`src/rtl/lfsr_ctrl_pkg.sv`:
```
// Shared types and default sizes for the LFSR sequence controller.
// The state enumeration lives here so that related blocks decode it consistently.
package lfsr_ctrl_pkg;

  localparam int N_DEF     = 8;
  localparam int CNT_W_DEF = 16;

  typedef enum logic [2:0] {
    ST_IDLE  = 3'd0,
    ST_CLEAR = 3'd1,
    ST_LOAD  = 3'd2,
    ST_RUN   = 3'd3,
    ST_DONE  = 3'd4
  } state_e;

endpackage : lfsr_ctrl_pkg

```
`src/rtl/lfsr_seq_ctrl.sv`:
```
// Sequencer for an external serial-load LFSR: clear it, shift a seed in MSB
// first, then pass run_len generated bits through with a valid strobe.
module lfsr_seq_ctrl
  import lfsr_ctrl_pkg::*;
#(
  parameter int N     = N_DEF,
  parameter int CNT_W = CNT_W_DEF
) (
  input  logic             clk,
  input  logic             reset,
  input  logic             start,
  input  logic             abort,
  input  logic [N-1:0]     seed,
  input  logic [CNT_W-1:0] run_len,
  input  logic             lfsr_out,
  output logic             lfsr_reset,
  output logic             lfsr_load,
  output logic             lfsr_s_in,
  output logic             bit_out,
  output logic             bit_valid,
  output logic             busy,
  output logic             done,
  output logic             err
);

  localparam int               CW      = (N > 1) ? $clog2(N) : 1;
  localparam logic [CW-1:0]    LD_LAST = CW'(N - 1);
  localparam logic [CNT_W-1:0] CNT_ONE = CNT_W'(1);

  state_e           state_q, state_d;
  logic [N-1:0]     seed_q, seed_d;
  logic [CNT_W-1:0] len_q, len_d;
  logic [CW-1:0]    ld_cnt_q, ld_cnt_d;
  logic [CNT_W-1:0] run_cnt_q, run_cnt_d;
  logic             err_d;

  logic             clear_q, clear_d;
  logic             load_q, load_d;
  logic             s_in_q, s_in_d;
  logic             valid_q, valid_d;
  logic             busy_q, busy_d;
  logic             done_q, done_d;
  logic             err_q;
  logic [CW-1:0]    ld_idx;

  // Next-state, capture and counter logic.
  always_comb begin
    state_d   = state_q;
    seed_d    = seed_q;
    len_d     = len_q;
    ld_cnt_d  = ld_cnt_q;
    run_cnt_d = run_cnt_q;
    err_d     = 1'b0;
    case (state_q)
      ST_IDLE: begin
        // Start wins over abort here; a zero seed would lock the XOR feedback.
        if (start) begin
          if (seed != {N{1'b0}}) begin
            seed_d  = seed;
            len_d   = run_len;
            state_d = ST_CLEAR;
          end else begin
            err_d = 1'b1;
          end
        end else begin
          state_d = ST_IDLE;
        end
      end
      ST_CLEAR: begin
        if (abort) begin
          state_d = ST_IDLE;
        end else begin
          state_d  = ST_LOAD;
          ld_cnt_d = {CW{1'b0}};
        end
      end
      ST_LOAD: begin
        if (abort) begin
          state_d = ST_IDLE;
        end else if (ld_cnt_q == LD_LAST) begin
          ld_cnt_d = {CW{1'b0}};
          if (len_q != {CNT_W{1'b0}}) begin
            state_d   = ST_RUN;
            run_cnt_d = len_q;
          end else begin
            state_d = ST_DONE;
          end
        end else begin
          ld_cnt_d = ld_cnt_q + CW'(1);
        end
      end
      ST_RUN: begin
        // Down-counter exits at 1, so an all-ones length never wraps.
        if (abort) begin
          state_d   = ST_IDLE;
          run_cnt_d = {CNT_W{1'b0}};
        end else if (run_cnt_q == CNT_ONE) begin
          state_d   = ST_DONE;
          run_cnt_d = {CNT_W{1'b0}};
        end else begin
          run_cnt_d = run_cnt_q - CNT_ONE;
        end
      end
      ST_DONE: begin
        state_d = ST_IDLE;
      end
      default: begin
        state_d = ST_IDLE;
      end
    endcase
  end

  // Output values for the coming cycle, decoded from the next state.
  always_comb begin
    ld_idx  = LD_LAST - ld_cnt_d;
    clear_d = (state_d == ST_CLEAR);
    load_d  = (state_d == ST_LOAD);
    s_in_d  = load_d & seed_d[ld_idx];
    valid_d = (state_d == ST_RUN);
    busy_d  = (state_d != ST_IDLE);
    done_d  = (state_d == ST_DONE);
  end

  // State, captured operands, counters and registered control outputs.
  always_ff @(posedge clk) begin
    if (reset) begin
      state_q   <= ST_IDLE;
      seed_q    <= {N{1'b0}};
      len_q     <= {CNT_W{1'b0}};
      ld_cnt_q  <= {CW{1'b0}};
      run_cnt_q <= {CNT_W{1'b0}};
      clear_q   <= 1'b0;
      load_q    <= 1'b0;
      s_in_q    <= 1'b0;
      valid_q   <= 1'b0;
      busy_q    <= 1'b0;
      done_q    <= 1'b0;
      err_q     <= 1'b0;
    end else begin
      state_q   <= state_d;
      seed_q    <= seed_d;
      len_q     <= len_d;
      ld_cnt_q  <= ld_cnt_d;
      run_cnt_q <= run_cnt_d;
      clear_q   <= clear_d;
      load_q    <= load_d;
      s_in_q    <= s_in_d;
      valid_q   <= valid_d;
      busy_q    <= busy_d;
      done_q    <= done_d;
      err_q     <= err_d;
    end
  end

  // While reset is held the LFSR is kept in reset and everything else is quiet.
  assign lfsr_reset = reset | clear_q;
  assign lfsr_load  = load_q & ~reset;
  assign lfsr_s_in  = s_in_q & ~reset;
  assign bit_valid  = valid_q & ~reset;
  assign bit_out    = valid_q & ~reset & lfsr_out;
  assign busy       = busy_q & ~reset;
  assign done       = done_q & ~reset;
  assign err        = err_q & ~reset;

endmodule : lfsr_seq_ctrl
```
`config.mk`:
```
export PLATFORM = sky130hd
export DESIGN_NAME = lfsr_seq_ctrl
export DESIGN_NICKNAME = d
export VERILOG_FILES = /design/src/rtl/lfsr_ctrl_pkg.sv /design/src/rtl/lfsr_seq_ctrl.sv
export SDC_FILE = /design/constraint.sdc
export NUM_CORES = 1
export LEC_CHECK = 0
export BUFFER_PORTS_ARGS = -buffer_cell sky130_fd_sc_hd__buf_2
export CORE_MARGIN = 2
export CORE_UTILIZATION = 30
export DETAILED_ROUTE_END_ITERATION = 10
export PLACE_DENSITY = 0.53
export SETUP_SLACK_MARGIN = 0.3
export SYNTH_ARGS = -nofsm -noshare
export SYNTH_HDL_FRONTEND = slang
export SYNTH_SLANG_ARGS = --single-unit
export TNS_END_PERCENT = 1
```
`constraint.sdc`:
```
create_clock -name clk -period 2.35 [get_ports clk]
set_input_delay 0.47 -clock clk [delete_from_list [all_inputs] [get_ports clk]]
set_output_delay 0.47 -clock clk [all_outputs]
set_load 0.02 [all_outputs]
```
==> flow_metrics.env, run 1 <==
export IMPL_fin_skew_ns=0.00531
export IMPL_drive_above_1_share_pct=25.6
export IMPL_cts_sinks=53
export IMPL_synth_nets=359
export IMPL_finalHoldViolations=0
export IMPL_fill_cells=936
export IMPL_dp_hpwl_um=4710
export IMPL_critPathKind="in2reg"
export IMPL_maxCapViolCount=0
export IMPL_cp_slowest_cell="or4_1"
export IMPL_clk_latency_ns=0.31
export IMPL_worst_pin_slew_ns=0.624
export IMPL_avgSynthCellArea_um2=8.10
export IMPL_core_um2=8640
export IMPL_grt_pass1_vias=2284
export IMPL_design_die_area_um2=9570
export IMPL_cp_required_ns=2.61
export IMPL_regArea_um2=1070
export IMPL_hold_path_class="in2reg"
export IMPL_grt_antenna_before_repair=0
export IMPL_drtPass1Iterations=6
export IMPL_synthTopCellsByArea="dfxtp_1 (40%), nand2_1 (7.7%), a21oi_1 (5.3%), nor2_1 (5.0%), a22oi_1 (4.3%)"
export IMPL_yosysTopAreaCellShare_pct=40.2
export IMPL_status="finished clean"
export IMPL_ys_seq_elements=53
export IMPL_endpoint_kind="flip-flop"
export IMPL_grt_pass1_wl_um=10900
export IMPL_ys_warn_count=0
export IMPL_diodes=0
export IMPL_final_nets=400
export IMPL_grt_usage_pct=13.8
export IMPL_gp_congestion=0.833
export IMPL_worst_slack_ns=0.404
export IMPL_worstPathMaxFanout=9
export IMPL_place_ws_ns=0.0931
export IMPL_place_inst=466
export IMPL_synth_largest_area_cell="dfxtp_1"
export IMPL_die_x_um=97.8
export IMPL_postRouteAntennaNets=0
export IMPL_path_cells="buf_2 -> or4_1 -> o21ai_4 -> buf_4 -> a22oi_1 -> mux2_2 -> nor3_2 -> o31a_1"
export IMPL_path_clk_slew_ns=0.09
export IMPL_fin_crit_ns=1.95
export IMPL_crit_path_start_kind="input port"
export IMPL_port_buffers=36
export IMPL_p_leak_nw=1.23
export IMPL_maxSlewHeadroom_pct=58.2
export IMPL_fin_tns_setup_ns=0
export IMPL_start_util_pct=30.6
export IMPL_ioPinCount=37
export IMPL_via_per_inst=5.08
export IMPL_cp_arrival_ns=2.20
export IMPL_die_h_um=97.8
export IMPL_cts_buffers=5
export IMPL_stdcell_count=475
export IMPL_finalMaxSlewViolations=0
export IMPL_drt_wl_total_um=6520
export IMPL_multiInputGateArea_um2=1540
export IMPL_synth_edff_count=0
export IMPL_layout_worst_path_cycle_share_pct=82.8
export IMPL_grt_overflow=0
export IMPL_htreeDepth=2
export IMPL_netlist_area_um2=2640
export IMPL_vdd_ir_drop_max_uv=321
export IMPL_core_rowCount=34
export IMPL_synthCells=326
export IMPL_drt_iter0_markers=116
export IMPL_critical_path_max_stage_delay_ns=0.59
export IMPL_grt_setup_unrepaired="yes"
export IMPL_grt_max_degree=36
export IMPL_clock_fmax_ghz=0.514
export IMPL_cts_tree="built"
export IMPL_clock_path_buffers=2
export IMPL_synthArstFlopShare_pct=0
export IMPL_clock_root_buffer="clkbuf_8"
export IMPL_synth_cell_types=54
export IMPL_wire_per_inst_um=13.7
export IMPL_vias=2411
export IMPL_ys_seq_area_share_pct=40.2
export IMPL_area_growth_pct=19.6
export IMPL_power_density_nw_per_um2=535
export IMPL_finalSetupViolCount=0
export IMPL_synth_top_flop_cell="dfxtp_1"
export IMPL_drc=0
worst max-delay path, delay by kind of cell:
| kind | cells | cell delay (ns) |
|---|---|---|
| AND/OR/NAND/NOR | 2 | 0.69 |
| AO/OA/AOI/OAI | 3 | 0.48 |
| multiplexers | 1 | 0.29 |
| buffers and inverters | 2 | 0.28 |
kinds of logic (layout without fill, tap and decap cells):
| group | count (synthesis) | count (layout) | synth area share, % |
|---|---|---|---|
| AND/OR/NAND/NOR | 152 | 152 | 29.6 |
| AO/OA/AOI/OAI | 86 | 86 | 21.3 |
| flip-flops | 53 | 53 | 40.2 |
| buffers and inverters | 24 | 65 | 4.27 |
| multiplexers | 5 | 5 | 2.13 |
| adder cells (fa/ha/maj) | 4 | 4 | 1.90 |
| XOR/XNOR | 2 | 2 | 0.664 |
final timing paths:
check | slack, ns | endpoint | startpoint | cells after the start
min reg2reg | 0.47 | run_cnt_q[6] | run_cnt_q[6] | 2
max | 0.40 | s_in_q | seed[6] | 8
min | 0.39 | len_q[14] | run_len[14] | 3
max reg2reg | 0.42 | s_in_q | state_q[2] | 8
final cells by class:
cell class / instances / share of cell area (%)
clock buffer: 6 / 2.30
sequential: 53 / 33.8
inverter: 4 / 0.476
tap: 108 / 4.28
timing repair buffer: 54 / 9.99
multi-input combinational: 249 / 48.9
clock inverter: 1 / 0.277
sequential cells by signal, summed over array words and instances (netlist names):
name       cells
busy_q         1
clear_q        1
done_q         1
err_q          1
ld_cnt_q       3
len_q         16
load_q         1
run_cnt_q     16
s_in_q         1
seed_q         8
state_q        3
valid_q        1
placed cells by master (no fill, tap or decap), drive strengths merged, types with 4 or more instances in the layout:
master / instances
nor2: 35
dfxtp: 53
nor2b: 8
mux2: 5
o21ai: 18
a21oi: 29
nand3: 6
nor3: 13
nor3b: 4
clkbuf: 6
ha: 4
o31ai: 4
nor4b: 4
a22oi: 16
a211oi: 4
or3: 5
nor4: 5
nand2: 55
inv: 4
buf: 54
stage by stage:
| step | power [mW] | util, % | area (µm²) | hold WS, ns |
|---|---|---|---|---|
| finish | 1.69 | 36.6 | 3160 | 0.389 |
| global route | 1.78 | 36.6 | 3160 | 0.385 |
| CTS | 1.69 | 35.5 | 3060 | 0.383 |
| detailed placement | 1.19 | 34.5 | 2980 | 0.458 |
| global placement | 1.19 | 34.5 | 2980 | 0.457 |
| floorplan | 1.12 | - | 2640 | 0.439 |
power breakdown:
group / internal [mW] / total [mW] / switching, mW
combinational: 0.0955 / 0.214 / 0.119
sequential: 0.932 / 0.959 / 0.0266
clock: 0.208 / 0.517 / 0.309
cell usage after synthesis (all sizes together) (2+ instances only):
cell and count:
a31oi 2, dfxtp 53, a22o 2, o31ai 4, nand3 6, nor2b 8
a21oi 29, nor4b 4, nor4 5, a21o 3, or3 5, a211oi 4
nand2 55, nand4 2, and2 3, clkbuf 12, buf 8, o21ai 18
or4 3, o41ai 2, ha 4, nor2 35, xor2 2, or2 3
mux2 5, inv 4, a22oi 16, nor3b 4, nor3 13
per-layer routing:
| layer | GRT usage (%) | share of wire, % | vias to the layer above |
|---|---|---|---|
| met5 | 0 | 0 | - |
| met4 | 4.27 | 1.5 | 0 |
| met3 | 2.79 | 3.8 | 7 |
| li1 | - | - | 1242 |
| met1 | 18.9 | 49 | 1113 |
| met2 | 22.0 | 45 | 49 |
timing repair:
action,in CTS,in global routing
endpoints found under the setup margin,17,17
pin swaps,0,1
setup buffers,0,2
hold buffers,0,0
resized for setup,1,19
No activity file was read; power rests on OpenSTA's default activity.
==> run 2: changes to the inputs <==
- ABC_AREA: not set -> 1
- clock period: 2.35 -> 2 ns (I/O delays scaled with it)
==> run 2 against run 1 <==
Global-route usage grew 0.23 points. Power up 21%. Final cell count up 13%. Sequential power increased by 18%. Via count grew 4.9%. Highest routed layer unchanged. Synthesized cell count is 19% higher. Largest cell class unchanged. Clock skew is 0.012 ns higher. First-iteration DRC count rose by 6.0%. Core utilization down 0.49 points.
==> flow_metrics.env, run 2 <==
export IMPL_status="finished clean"
export IMPL_p_leak_nw=1.48
export IMPL_grt_use_met2_pct=22.0
export IMPL_synth_largest_area_cell="dfxtp_1"
export IMPL_layout_worst_path_cycle_share_pct=80.3
export IMPL_worstPathMaxFanout=4
export IMPL_cts_tree="built"
export IMPL_design_die_area_um2=9940
export IMPL_avgSynthCellArea_um2=7.10
export IMPL_grt_usage_pct=14.0
export IMPL_area_growth_pct=15.6
export IMPL_final_area_um2=3180
export IMPL_diodes=0
export IMPL_critPathKind="reg2reg"
export IMPL_ioPinCount=37
export IMPL_final_nets=461
export IMPL_grt_overflow=0
export IMPL_grt_setup_unrepaired="yes"
export IMPL_final_cell_mix="nor2_1 (66), dfxtp_1 (53), inv_1 (44)"
export IMPL_wire_per_inst_um=12.5
export IMPL_ys_warn_count=0
export IMPL_cts_buffers=5
export IMPL_fin_tns_setup_ns=0
export IMPL_holdPathStages=3
export IMPL_min_to="len_q[9]"
export IMPL_worstReg2RegEnd="run_cnt_q[12]"
export IMPL_synthCells=387
export IMPL_path_clk_slew_ns=0.10
export IMPL_postRouteAntennaNets=0
export IMPL_grt_pass1_wl_um=11300
export IMPL_drc=0
export IMPL_ys_seq_elements=53
export IMPL_finalMaxSlewViolations=0
export IMPL_grt_max_degree=36
export IMPL_drtPass1Iterations=4
export IMPL_worstReg2RegStart="run_cnt_q[0]"
export IMPL_core_rowCount=34
export IMPL_synth_edff_count=0
export IMPL_placed_area_um2=3050
export IMPL_drt_iter0_markers=123
export IMPL_cp_arrival_ns=1.84
export IMPL_grtUsageMet3_pct=2.25
export IMPL_finalHoldViolations=0
export IMPL_netlist_area_um2=2750
export IMPL_path_cells="inv_1 -> ha_1 -> nand3_1 -> nor2_2 -> nand2_1 -> a21oi_1 -> o21ai_1 -> a21oi_1"
export IMPL_vdd_ir_drop_max_uv=385
export IMPL_globalRouteMet1Util_pct=20.2
export IMPL_drt_wl_total_um=6690
export IMPL_yosysTopAreaCellShare_pct=38.6
export IMPL_layout_commonest_cell="nor2_1"
export IMPL_die_x_um=99.7
export IMPL_crit_path_start_kind="flip-flop"
export IMPL_fin_skew_ns=0.0172
export IMPL_start_util_pct=31.2
export IMPL_drive_above_1_share_pct=20.6
export IMPL_dp_hpwl_um=5080
export IMPL_critical_path_max_stage_delay_ns=0.34
export IMPL_hold_start="run_len[9]"
export IMPL_critPathMostFrequentCell="a21oi_1"
export IMPL_post_synth_top_count_cell="nor2_1"
export IMPL_finalSetupViolCount=0
export IMPL_ys_top_cells_by_count="nor2_1 (68), dfxtp_1 (53), inv_1 (46), nand2_1 (43), o21ai_0 (38)"
export IMPL_maxSlewHeadroom_pct=80.2
export IMPL_hold_path_class="in2reg"
export IMPL_clock_fmax_ghz=0.623
export IMPL_top_usage_layer="met2"
export IMPL_gp_congestion=0.828
export IMPL_vias=2530
export IMPL_endpoint_kind="flip-flop"
export IMPL_synth_cell_types=34
export IMPL_clock_root_buffer="clkbuf_8"
export IMPL_worst_pin_slew_ns=0.294
export IMPL_synth_nets=420
export IMPL_fin_crit_ns=1.61
export IMPL_top_regs="len_q (16), run_cnt_q (16), seed_q (8)"
export IMPL_core_um2=8810
export IMPL_r2r_cells=8
export IMPL_via_per_inst=4.73
export IMPL_synth_top_flop_cell="dfxtp_1"
export IMPL_die_h_um=99.7
export IMPL_cp_slowest_cell="dfxtp_1"
export IMPL_grt_pass1_vias=2405
export IMPL_power_density_nw_per_um2=642
export IMPL_clock_path_buffers=2
export IMPL_synthTopCellsByArea="dfxtp_1 (39%), nor2_1 (9.3%), o21ai_0 (6.9%), inv_1 (6.3%), nand2_1 (5.9%)"
export IMPL_cts_sinks=53
export IMPL_ys_seq_area_share_pct=38.6
export IMPL_maxCapViolCount=0
export IMPL_clk_latency_ns=0.30
export IMPL_htreeDepth=2
export IMPL_cp_required_ns=2.23
export IMPL_synthArstFlopShare_pct=0
export IMPL_r2r_setup_slack_ns=0.39
export IMPL_port_buffers=36
export IMPL_grt_antenna_before_repair=0
## run 2: changes by cell type after synthesis, moves of 10 or more
cell,change
nor3_1,-11
nor2_2,+10
a22oi_1,-14
o21ai_0,+21
inv_1,+42
nand3_1,+22
nand2_1,-11
nor2_1,+33
## run 2: cells by family after synthesis
family	synth area share, %
xor+xnor	2.87
fa+ha+maj	1.82
simple gates	31.6
buf+inv	9.47
compound gates	15.7
flops	38.6
## run 2: power breakdown
group | leakage, nW | switching (mW) | internal (mW) | total (mW)
logic | 1.00 | 0.204 | 0.132 | 0.335
clock network | 0.0399 | 0.337 | 0.232 | 0.569
registers | 0.433 | 0.0279 | 1.11 | 1.13
total | 1.48 | 0.568 | 1.47 | 2.04
## run 2: worst max-delay path, delay by kind of cell (launching register included)
family / cells / cell delay [ns]
AO/OA/AOI/OAI: 3 / 0.35
flip-flops: 1 / 0.34
AND/OR/NAND/NOR: 3 / 0.46
buffers and inverters: 1 / 0.12
adder cells (fa/ha/maj): 1 / 0.26
## run 2: how the worst max path moves through the flow
stage	start	endpoint	slack [ns]	cells past startpoint
6_report	run_cnt_q[0]	run_cnt_q[12]	0.39	8
5_1_grt	run_cnt_q[10]	busy_q	0.25	10
4_1_cts	ld_cnt_q[0]	run_cnt_q[9]	0.32	9
3_5_place_dp	seed[3]	s_in_q	0.26	12
3_3_place_gp	seed[4]	s_in_q	0.26	12
2_1_floorplan	reset	bit_valid	0.48	3
## run 2: through the flow
| step | cells | util [%] | hold slack, ns | power (mW) | setup WS [ns] |
|---|---|---|---|---|---|
| final | 535 | 36.1 | 0.350 | 2.04 | 0.394 |
| after global routing | 535 | 36.1 | 0.371 | 2.16 | 0.248 |
| after CTS | 532 | 35.5 | 0.336 | 2.07 | 0.319 |
| after detailed placement | 526 | 34.6 | 0.466 | 1.49 | 0.259 |
| after global placement | 526 | 34.6 | 0.458 | 1.49 | 0.261 |
| after floorplan | 387 | - | 0.444 | 1.39 | 0.480 |
## run 2: metal layers
layer	wire length, µm	part of all wire [%]
met5	0	0
met4	68	1.0
met3	305	4.6
met2	2930	44
met1	3380	51
## run 2: area by class of cell
class / instances / area [µm²]
flip-flops and latches: 53 / 1060
repair buffers: 45 / 260
clock inverters: 1 / 5.00
fillers: 958 / 5630
inverters: 50 / 190
well taps: 108 / 135
clock buffers: 5 / 68.8
multi-input cells: 273 / 1460
## run 2: repair_timing
action,CTS,global route
endpoints found under the setup margin,1,11
pin swaps,0,3
buffers inserted,0,3
resized for setup,1,9
hold buffers,0,0
